File: src/rtl/ulpb_node_tx_if.sv
// Host and ring-segment signals of a ULPB member-node transmitter.
// The master side is the node's host plus the surrounding ring; the slave side is the transmitter.
interface ulpb_node_tx_if #(
  parameter int ADDR_WIDTH = 8,
  parameter int DATA_WIDTH = 32
);
  logic                  CLK_IN;
  logic                  DIN;
  logic                  DOUT;
  logic                  TX_REQ;
  logic [ADDR_WIDTH-1:0] TX_ADDR;
  logic [DATA_WIDTH-1:0] TX_DATA;
  logic                  TX_BUSY;
  logic                  TX_DONE;
  logic                  TX_FAIL;
  logic [1:0]            FAIL_CODE;

  modport master (
    output CLK_IN, DIN, TX_REQ, TX_ADDR, TX_DATA,
    input  DOUT, TX_BUSY, TX_DONE, TX_FAIL, FAIL_CODE
  );

  modport slave (
    input  CLK_IN, DIN, TX_REQ, TX_ADDR, TX_DATA,
    output DOUT, TX_BUSY, TX_DONE, TX_FAIL, FAIL_CODE
  );
endinterface

File: src/rtl/ulpb_node_tx.sv
// ULPB member-node transmitter: requests the ring, arbitrates, shifts out an
// address/data payload with loop-back checking, sends end-of-message and checks
// the receiver ACK. While not driving, DOUT is a raw copy of DIN.
module ulpb_node_tx #(
  parameter int ADDR_WIDTH     = 8,
  parameter int DATA_WIDTH     = 32,
  parameter int IDLE_CYCLES    = 4,
  parameter int TIMEOUT_CYCLES = 1024
) (
  input logic           CLK,
  input logic           RESET,
  ulpb_node_tx_if.slave bus
);
  localparam int PAY_W  = ADDR_WIDTH + DATA_WIDTH;
  localparam int CNT_W  = (PAY_W > 4) ? $clog2(PAY_W) : 2;
  localparam int IDLE_W = $clog2(IDLE_CYCLES + 1);
  localparam int TO_W   = $clog2(TIMEOUT_CYCLES + 1);

  // End-of-message symbol, sent left to right
  localparam logic [3:0] EOM_PAT = 4'b0110;

  typedef enum logic [2:0] {
    ST_IDLE, ST_REQ, ST_ARB, ST_TURN, ST_SHIFT, ST_EOM, ST_ACK, ST_DRAIN
  } state_t;

  // Pin synchronisers and edge strobes
  logic clk_meta_q, clk_s_q, clk_prev_q;
  logic din_meta_q, din_s_q;
  logic rise_q, fall_q;

  // Bus idle detection and stall watchdog
  logic [IDLE_W-1:0] idle_cnt_q;
  logic [TO_W-1:0]   to_cnt_q;
  logic              bus_idle;
  logic              active;
  logic              timeout_hit;

  // Transmit FSM state
  state_t             state_q, state_d;
  logic               drive_en_q, drive_en_d;
  logic               drive_bit_q, drive_bit_d;
  logic [PAY_W-1:0]   shreg_q, shreg_d;
  logic [CNT_W-1:0]   cnt_q, cnt_d;
  logic [1:0]         ack_q, ack_d;
  logic               req_armed_q, req_armed_d;
  logic               done_q, done_d;
  logic               fail_q, fail_d;
  logic [1:0]         code_q, code_d;
  logic               abort;
  logic [1:0]         abort_code;
  logic               loop_err;

  assign bus_idle    = (idle_cnt_q >= IDLE_W'(IDLE_CYCLES));
  assign active      = (state_q != ST_IDLE) && (state_q != ST_DRAIN);
  assign timeout_hit = (to_cnt_q == TO_W'(TIMEOUT_CYCLES));
  assign loop_err    = (din_s_q != drive_bit_q);

  // Synchronise the bus pins and turn bus-clock transitions into one-cycle strobes
  always_ff @(posedge CLK) begin
    if (!RESET) begin
      clk_meta_q <= 1'b1;
      clk_s_q    <= 1'b1;
      clk_prev_q <= 1'b1;
      din_meta_q <= 1'b1;
      din_s_q    <= 1'b1;
      rise_q     <= 1'b0;
      fall_q     <= 1'b0;
    end else begin
      clk_meta_q <= bus.CLK_IN;
      clk_s_q    <= clk_meta_q;
      clk_prev_q <= clk_s_q;
      din_meta_q <= bus.DIN;
      din_s_q    <= din_meta_q;
      rise_q     <= clk_s_q & ~clk_prev_q;
      fall_q     <= ~clk_s_q & clk_prev_q;
    end
  end

  // Count consecutive cycles with bus clock and data both high, saturating at the idle threshold
  always_ff @(posedge CLK) begin
    if (!RESET) begin
      idle_cnt_q <= '0;
    end else if (clk_s_q && din_s_q) begin
      if (!bus_idle) idle_cnt_q <= idle_cnt_q + IDLE_W'(1);
    end else begin
      idle_cnt_q <= '0;
    end
  end

  // Stall watchdog: restarts on every bus-clock edge, only runs while a transaction owns the bus
  always_ff @(posedge CLK) begin
    if (!RESET || rise_q || fall_q || !active) begin
      to_cnt_q <= '0;
    end else if (!timeout_hit) begin
      to_cnt_q <= to_cnt_q + TO_W'(1);
    end
  end

  // FSM state and datapath registers
  always_ff @(posedge CLK) begin
    if (!RESET) begin
      state_q     <= ST_IDLE;
      drive_en_q  <= 1'b0;
      drive_bit_q <= 1'b1;
      shreg_q     <= '0;
      cnt_q       <= '0;
      ack_q       <= '0;
      req_armed_q <= 1'b1;
      done_q      <= 1'b0;
      fail_q      <= 1'b0;
      code_q      <= 2'd0;
    end else begin
      state_q     <= state_d;
      drive_en_q  <= drive_en_d;
      drive_bit_q <= drive_bit_d;
      shreg_q     <= shreg_d;
      cnt_q       <= cnt_d;
      ack_q       <= ack_d;
      req_armed_q <= req_armed_d;
      done_q      <= done_d;
      fail_q      <= fail_d;
      code_q      <= code_d;
    end
  end

  // Next-state logic: each bus-clock fall launches a bit, each rise checks or samples one
  always_comb begin
    state_d     = state_q;
    drive_en_d  = drive_en_q;
    drive_bit_d = drive_bit_q;
    shreg_d     = shreg_q;
    cnt_d       = cnt_q;
    ack_d       = ack_q;
    req_armed_d = req_armed_q;
    done_d      = 1'b0;
    fail_d      = 1'b0;
    code_d      = code_q;
    abort       = 1'b0;
    abort_code  = 2'd0;

    // A level request only counts again once it has been seen low
    if (!bus.TX_REQ) req_armed_d = 1'b1;

    unique case (state_q)
      ST_IDLE: begin
        drive_en_d = 1'b0;
        if (bus_idle && bus.TX_REQ && req_armed_q) begin
          shreg_d     = {bus.TX_ADDR, bus.TX_DATA};
          req_armed_d = 1'b0;
          drive_en_d  = 1'b1;
          drive_bit_d = 1'b0;
          state_d     = ST_REQ;
        end
      end
      ST_REQ: begin
        if (fall_q) state_d = ST_ARB;
      end
      ST_ARB: begin
        if (rise_q) begin
          cnt_d = '0;
          if (!din_s_q) begin
            abort      = 1'b1;
            abort_code = 2'd0;
          end else begin
            state_d = ST_TURN;
          end
        end
      end
      ST_TURN: begin
        // cnt_q[0] marks that the turnaround fall has happened; the next rise is ignored
        if (fall_q && !cnt_q[0]) begin
          drive_bit_d = 1'b1;
          cnt_d       = CNT_W'(1);
        end else if (rise_q && cnt_q[0]) begin
          cnt_d   = CNT_W'(PAY_W - 1);
          state_d = ST_SHIFT;
        end
      end
      ST_SHIFT: begin
        if (fall_q) begin
          drive_bit_d = shreg_q[PAY_W-1];
          shreg_d     = {shreg_q[PAY_W-2:0], 1'b0};
        end else if (rise_q) begin
          // Mismatch wins over the move to EOM on the last bit
          if (loop_err) begin
            abort      = 1'b1;
            abort_code = 2'd2;
          end else if (cnt_q == '0) begin
            state_d = ST_EOM;
          end else begin
            cnt_d = cnt_q - CNT_W'(1);
          end
        end
      end
      ST_EOM: begin
        if (fall_q) begin
          drive_bit_d = EOM_PAT[2'd3 - cnt_q[1:0]];
        end else if (rise_q) begin
          if (loop_err) begin
            abort      = 1'b1;
            abort_code = 2'd2;
          end else if (cnt_q[1:0] == 2'd3) begin
            drive_en_d = 1'b0;
            cnt_d      = '0;
            state_d    = ST_ACK;
          end else begin
            cnt_d = cnt_q + CNT_W'(1);
          end
        end
      end
      ST_ACK: begin
        if (rise_q) begin
          ack_d = {ack_q[0], din_s_q};
          if (cnt_q[1:0] == 2'd2) begin
            if ({ack_q, din_s_q} == 3'b011) begin
              done_d  = 1'b1;
              state_d = ST_DRAIN;
            end else begin
              abort      = 1'b1;
              abort_code = 2'd1;
            end
          end else begin
            cnt_d = cnt_q + CNT_W'(1);
          end
        end
      end
      ST_DRAIN: begin
        drive_en_d = 1'b0;
        if (bus_idle) state_d = ST_IDLE;
      end
      default: begin
        state_d    = ST_DRAIN;
        drive_en_d = 1'b0;
      end
    endcase

    // A stalled bus clock aborts unless an edge already decided this cycle
    if (active && timeout_hit && !abort) begin
      abort      = 1'b1;
      abort_code = 2'd3;
    end

    if (abort) begin
      drive_en_d = 1'b0;
      fail_d     = 1'b1;
      done_d     = 1'b0;
      code_d     = abort_code;
      state_d    = ST_DRAIN;
    end
  end

  assign bus.DOUT      = drive_en_q ? drive_bit_q : bus.DIN;
  assign bus.TX_BUSY   = (state_q != ST_IDLE);
  assign bus.TX_DONE   = done_q;
  assign bus.TX_FAIL   = fail_q;
  assign bus.FAIL_CODE = code_q;

endmodule
File: src/flat_wrapper.sv
// flat-port wrapper written by rule: the top's interface ports become plain ports
module ulpb_node_tx_flat 
#(
  parameter int ADDR_WIDTH     = 8,
  parameter int DATA_WIDTH     = 32,
  parameter int IDLE_CYCLES    = 4,
  parameter int TIMEOUT_CYCLES = 1024
)
  (CLK, RESET, bus_CLK_IN, bus_DIN, bus_TX_REQ, bus_TX_ADDR, bus_TX_DATA, bus_DOUT, bus_TX_BUSY, bus_TX_DONE, bus_TX_FAIL, bus_FAIL_CODE);
  ulpb_node_tx_if #(.ADDR_WIDTH(ADDR_WIDTH), .DATA_WIDTH(DATA_WIDTH)) bus_i ();
  input logic CLK;
  input logic RESET;
  input wire logic [$bits(bus_i.CLK_IN)-1:0] bus_CLK_IN;
  input wire logic [$bits(bus_i.DIN)-1:0] bus_DIN;
  input wire logic [$bits(bus_i.TX_REQ)-1:0] bus_TX_REQ;
  input wire logic [$bits(bus_i.TX_ADDR)-1:0] bus_TX_ADDR;
  input wire logic [$bits(bus_i.TX_DATA)-1:0] bus_TX_DATA;
  output wire logic [$bits(bus_i.DOUT)-1:0] bus_DOUT;
  output wire logic [$bits(bus_i.TX_BUSY)-1:0] bus_TX_BUSY;
  output wire logic [$bits(bus_i.TX_DONE)-1:0] bus_TX_DONE;
  output wire logic [$bits(bus_i.TX_FAIL)-1:0] bus_TX_FAIL;
  output wire logic [$bits(bus_i.FAIL_CODE)-1:0] bus_FAIL_CODE;
  assign bus_i.CLK_IN = bus_CLK_IN;
  assign bus_i.DIN = bus_DIN;
  assign bus_i.TX_REQ = bus_TX_REQ;
  assign bus_i.TX_ADDR = bus_TX_ADDR;
  assign bus_i.TX_DATA = bus_TX_DATA;
  assign bus_DOUT = bus_i.DOUT;
  assign bus_TX_BUSY = bus_i.TX_BUSY;
  assign bus_TX_DONE = bus_i.TX_DONE;
  assign bus_TX_FAIL = bus_i.TX_FAIL;
  assign bus_FAIL_CODE = bus_i.FAIL_CODE;
  ulpb_node_tx #(.ADDR_WIDTH(ADDR_WIDTH), .DATA_WIDTH(DATA_WIDTH), .IDLE_CYCLES(IDLE_CYCLES), .TIMEOUT_CYCLES(TIMEOUT_CYCLES)) u_core (.CLK(CLK), .RESET(RESET), .bus(bus_i));
endmodule
File: config.mk
export PLATFORM = sky130hd
export DESIGN_NAME = ulpb_node_tx_flat
export DESIGN_NICKNAME = d
export VERILOG_FILES = /design/src/rtl/ulpb_node_tx_if.sv /design/src/rtl/ulpb_node_tx.sv /design/src/flat_wrapper.sv
export SDC_FILE = /design/constraint.sdc
export NUM_CORES = 1
export LEC_CHECK = 0
export CAP_MARGIN = 20
export CORE_ASPECT_RATIO = 0.5
export CORE_MARGIN = 5
export CORE_UTILIZATION = 38
export CTS_CLUSTER_DIAMETER = 200
export CTS_CLUSTER_SIZE = 28
export DETAILED_ROUTE_END_ITERATION = 6
export HOLD_SLACK_MARGIN = 0.05
export PLACE_DENSITY = 0.62
export REMOVE_ABC_BUFFERS = 1
export SYNTH_ARGS = -nofsm -noshare
export SYNTH_HDL_FRONTEND = slang
export SYNTH_SLANG_ARGS = --single-unit
File: constraint.sdc
create_clock -name CLK -period 2.5 [get_ports CLK]
set_input_delay 0.375 -clock CLK [delete_from_list [all_inputs] [get_ports CLK]]
set_output_delay 0.375 -clock CLK [all_outputs]
set_load 0.05 [all_outputs]
==> metrics.cfg, run 1 <==
[power_and_ir_drop]
ir_drop_v=0.000328
p_switching_mw=0.900
p_comb_share_pct=16.3
seqPwrFrac_pct=44.3
p_sw_share_pct=26.1
power_mw=3.45
leakage_nw=1.93
power_density_nw_per_um2=690
clkPwrFrac_pct=39.4
p_int_mw=2.54

[route]
ant_nets=0
drc=0
routed_wl_um=9190
firstDrtPassIters=6
dr.first_iter.drc_count=265
wl_per_cell_um=13.4
vias=3538
vias_per_cell=5.15

[synth]
avgSynthCellArea_um2=7.98
synthArstFlopShare_pct=0
synth_top_area_share_pct=40.0
syn_area_um2=3950
synth_area_leader_cell=dfxtp_1
ys_warn_count=0
synth_area_leaders=dfxtp_1 (40%), nand2_1 (9.5%), a311oi_1 (9.1%)
ys_seq_area_share_pct=40.0
ys_ff_latch=79
synth-main-ff-cell=dfxtp_1
synth_edf_count=0
syn_inst=495
synth.distinct_cells=56

[clock_network]
cts_tree=done
path_clk_slew_ns=0.06
cts_setup_buffers=0
cts_resized=0
postCtsHoldBufs=0
h-tree-depth=3
cts.path.max_buffers=2
cts-root-buf=clkbuf_16
clk_latency_ns=0.34
cts.sinks=79
numCtsBuffers=9

[min_path]
hold_class=reg2reg

[global_route]
grt_overflow=0
antenna_found_initial=0
grt_max_degree=43
grt_pass1_vias=3169
grt_use_total_pct=14.7
grt_pass1_wl_um=15200

[sta]
period_share_pct=87.0
final-hold-violation-count=0
max_freq_ghz=0.460
fin_worst_skew_ns=0.00589
worstMarginPinSlew_ns=0.677
maxSlewViolCount=0
rsz0062_at_grt=false
hold_ws_ns=0.412
relSlewSlack_pct=54.7
finalSetupViolations=0
finalCriticalPeriod_ns=2.18

[cells_and_area]
drive_gt1_share_pct=9.32
fin_util_pct=49.0
num_antenna_cells=0
num-nets-final=595
final_cells=687
synthToLayoutAreaGrowth_pct=26.3
fill_cells=986
final_area_um2=4990

[die]
coreArea_um2=10200
rows=26
initial_core_util_pct=38.8
die_h_um=82.1
die_area_um2=12700
pin_count=51
die_w_um=154

[worst_setup_path]
cp-end-kind=flop
critPathMaxFanout=9
crit_path_start_kind=flop
critPathKind=reg2reg
arrival_ns=2.40
crit_required_ns=2.72

[place]
dpl.cell_count=671
placed_area_um2=4680
hpwl_um=6430
gp_congestion=0.896
port_buffers=50

[job]
maxCapViolCount=0

[status]
outcome=finished clean

cell families after synthesis:
family                   after synthesis  synth area share (%)
multiplexers                           9                  2.34
XOR/XNOR                              14                  3.29
adder cells (fa/ha/maj)                8                  2.53
buffers and inverters                 52                  5.57
flip-flops                            79                  40.0
AO/OA/AOI/OAI                        100                  19.7
AND/OR/NAND/NOR                      233                  26.6
final timing paths:
path                                        start              end  slack, ns  depth (start not counted)
worst min register to register  u_core.din_meta_q   u_core.din_s_q       0.41                          1
worst min-delay path            u_core.din_meta_q   u_core.din_s_q       0.41                          1
worst max-delay path              u_core.cnt_q[0]  u_core.cnt_q[1]       0.32                          8
worst max register to register    u_core.cnt_q[0]  u_core.cnt_q[1]       0.32                          8
synth_stat cells (all sizes together), types with 4 or more instances:
| cell type | n |
|---|---|
| nand4 | 5 |
| a21oi | 10 |
| dfxtp | 79 |
| nor3 | 5 |
| o21ai | 13 |
| nand2 | 101 |
| nand3 | 14 |
| xor2 | 9 |
| nand2b | 14 |
| nor2b | 8 |
| buf | 11 |
| inv | 14 |
| clkbuf | 27 |
| xnor2 | 5 |
| o21a | 4 |
| nor2 | 66 |
| mux2i | 7 |
| and3 | 4 |
| a21o | 4 |
| ha | 8 |
| a311oi | 41 |
power by group through the flow:
| stage | sequential, mW | clock [mW] | combinational [mW] |
|---|---|---|---|
| after floorplan | 1.53 | 0 | 0.374 |
| after global placement | 1.55 | 0 | 0.558 |
| after detailed placement | 1.55 | 0 | 0.564 |
| after CTS | 1.53 | 1.39 | 0.566 |
| after global routing | 1.54 | 1.45 | 0.626 |
| final | 1.53 | 1.36 | 0.561 |
placed cells by master (no fill, tap or decap), drive strengths merged, types with 10 or more instances in the layout:
cell	Yosys	routed
nand2b	14	14
a311oi	41	41
nor2	66	66
clkbuf	27	11
nand2	101	101
clkdlybuf4s50	0	48
buf	11	26
o21ai	13	13
inv	14	16
nand3	14	14
dfxtp	79	79
a21oi	10	10
state kept, by name, indices dropped and copies added (netlist names):
name,flops
u_core.ack_q,2
u_core.bus.FAIL_CODE,2
u_core.bus.TX_DONE,1
u_core.bus.TX_FAIL,1
u_core.clk_meta_q,1
u_core.clk_prev_q,1
u_core.clk_s_q,1
u_core.cnt_q,6
u_core.din_meta_q,1
u_core.din_s_q,1
u_core.drive_bit_q,1
u_core.drive_en_q,1
u_core.fall_q,1
u_core.idle_cnt_q,3
u_core.req_armed_q,1
u_core.rise_q,1
u_core.shreg_q,40
u_core.state_q,3
u_core.to_cnt_q,11
cell type report:
class	count	area (um^2)	share of cell area [%]
timing repair buffer	74	701	14.0
multi-input combinational	364	2170	43.4
tap	140	175	3.51
sequential	79	1580	31.7
clock buffer	11	253	5.06
inverter	14	52.6	1.05
clock inverter	5	62.6	1.25
stage by stage:
stage          TNS [ns]  worst slack (ns)
2_1_floorplan   -129.86             -3.17
3_3_place_gp          0             0.392
3_5_place_dp          0             0.342
4_1_cts               0             0.326
5_1_grt               0             0.111
6_report              0             0.324
critical path: stages (launching register included):
cell      delay, ns
dfxtp_1        0.47
inv_1          0.14
ha_1           0.23
or3b_2         0.24
o31ai_1        0.07
a222oi_1       0.24
buf_4          0.22
nand2_2        0.08
o311a_1        0.38
metal layers:
layer  share of wire [%]  global-route usage, %
met1                  49                   19.6
met2                  44                   23.6
met3                 5.0                   3.59
met4                 1.4                   5.29
met5                   0                      0
Note: power is estimated with default switching activity, not from simulation.
==> inputs of run 2 (changes only) <==
SKIP_CTS_REPAIR_TIMING = 1   (was unset)
==> results of run 2 <==
The final DEF is identical to that of run 1; final timing and power are the same.
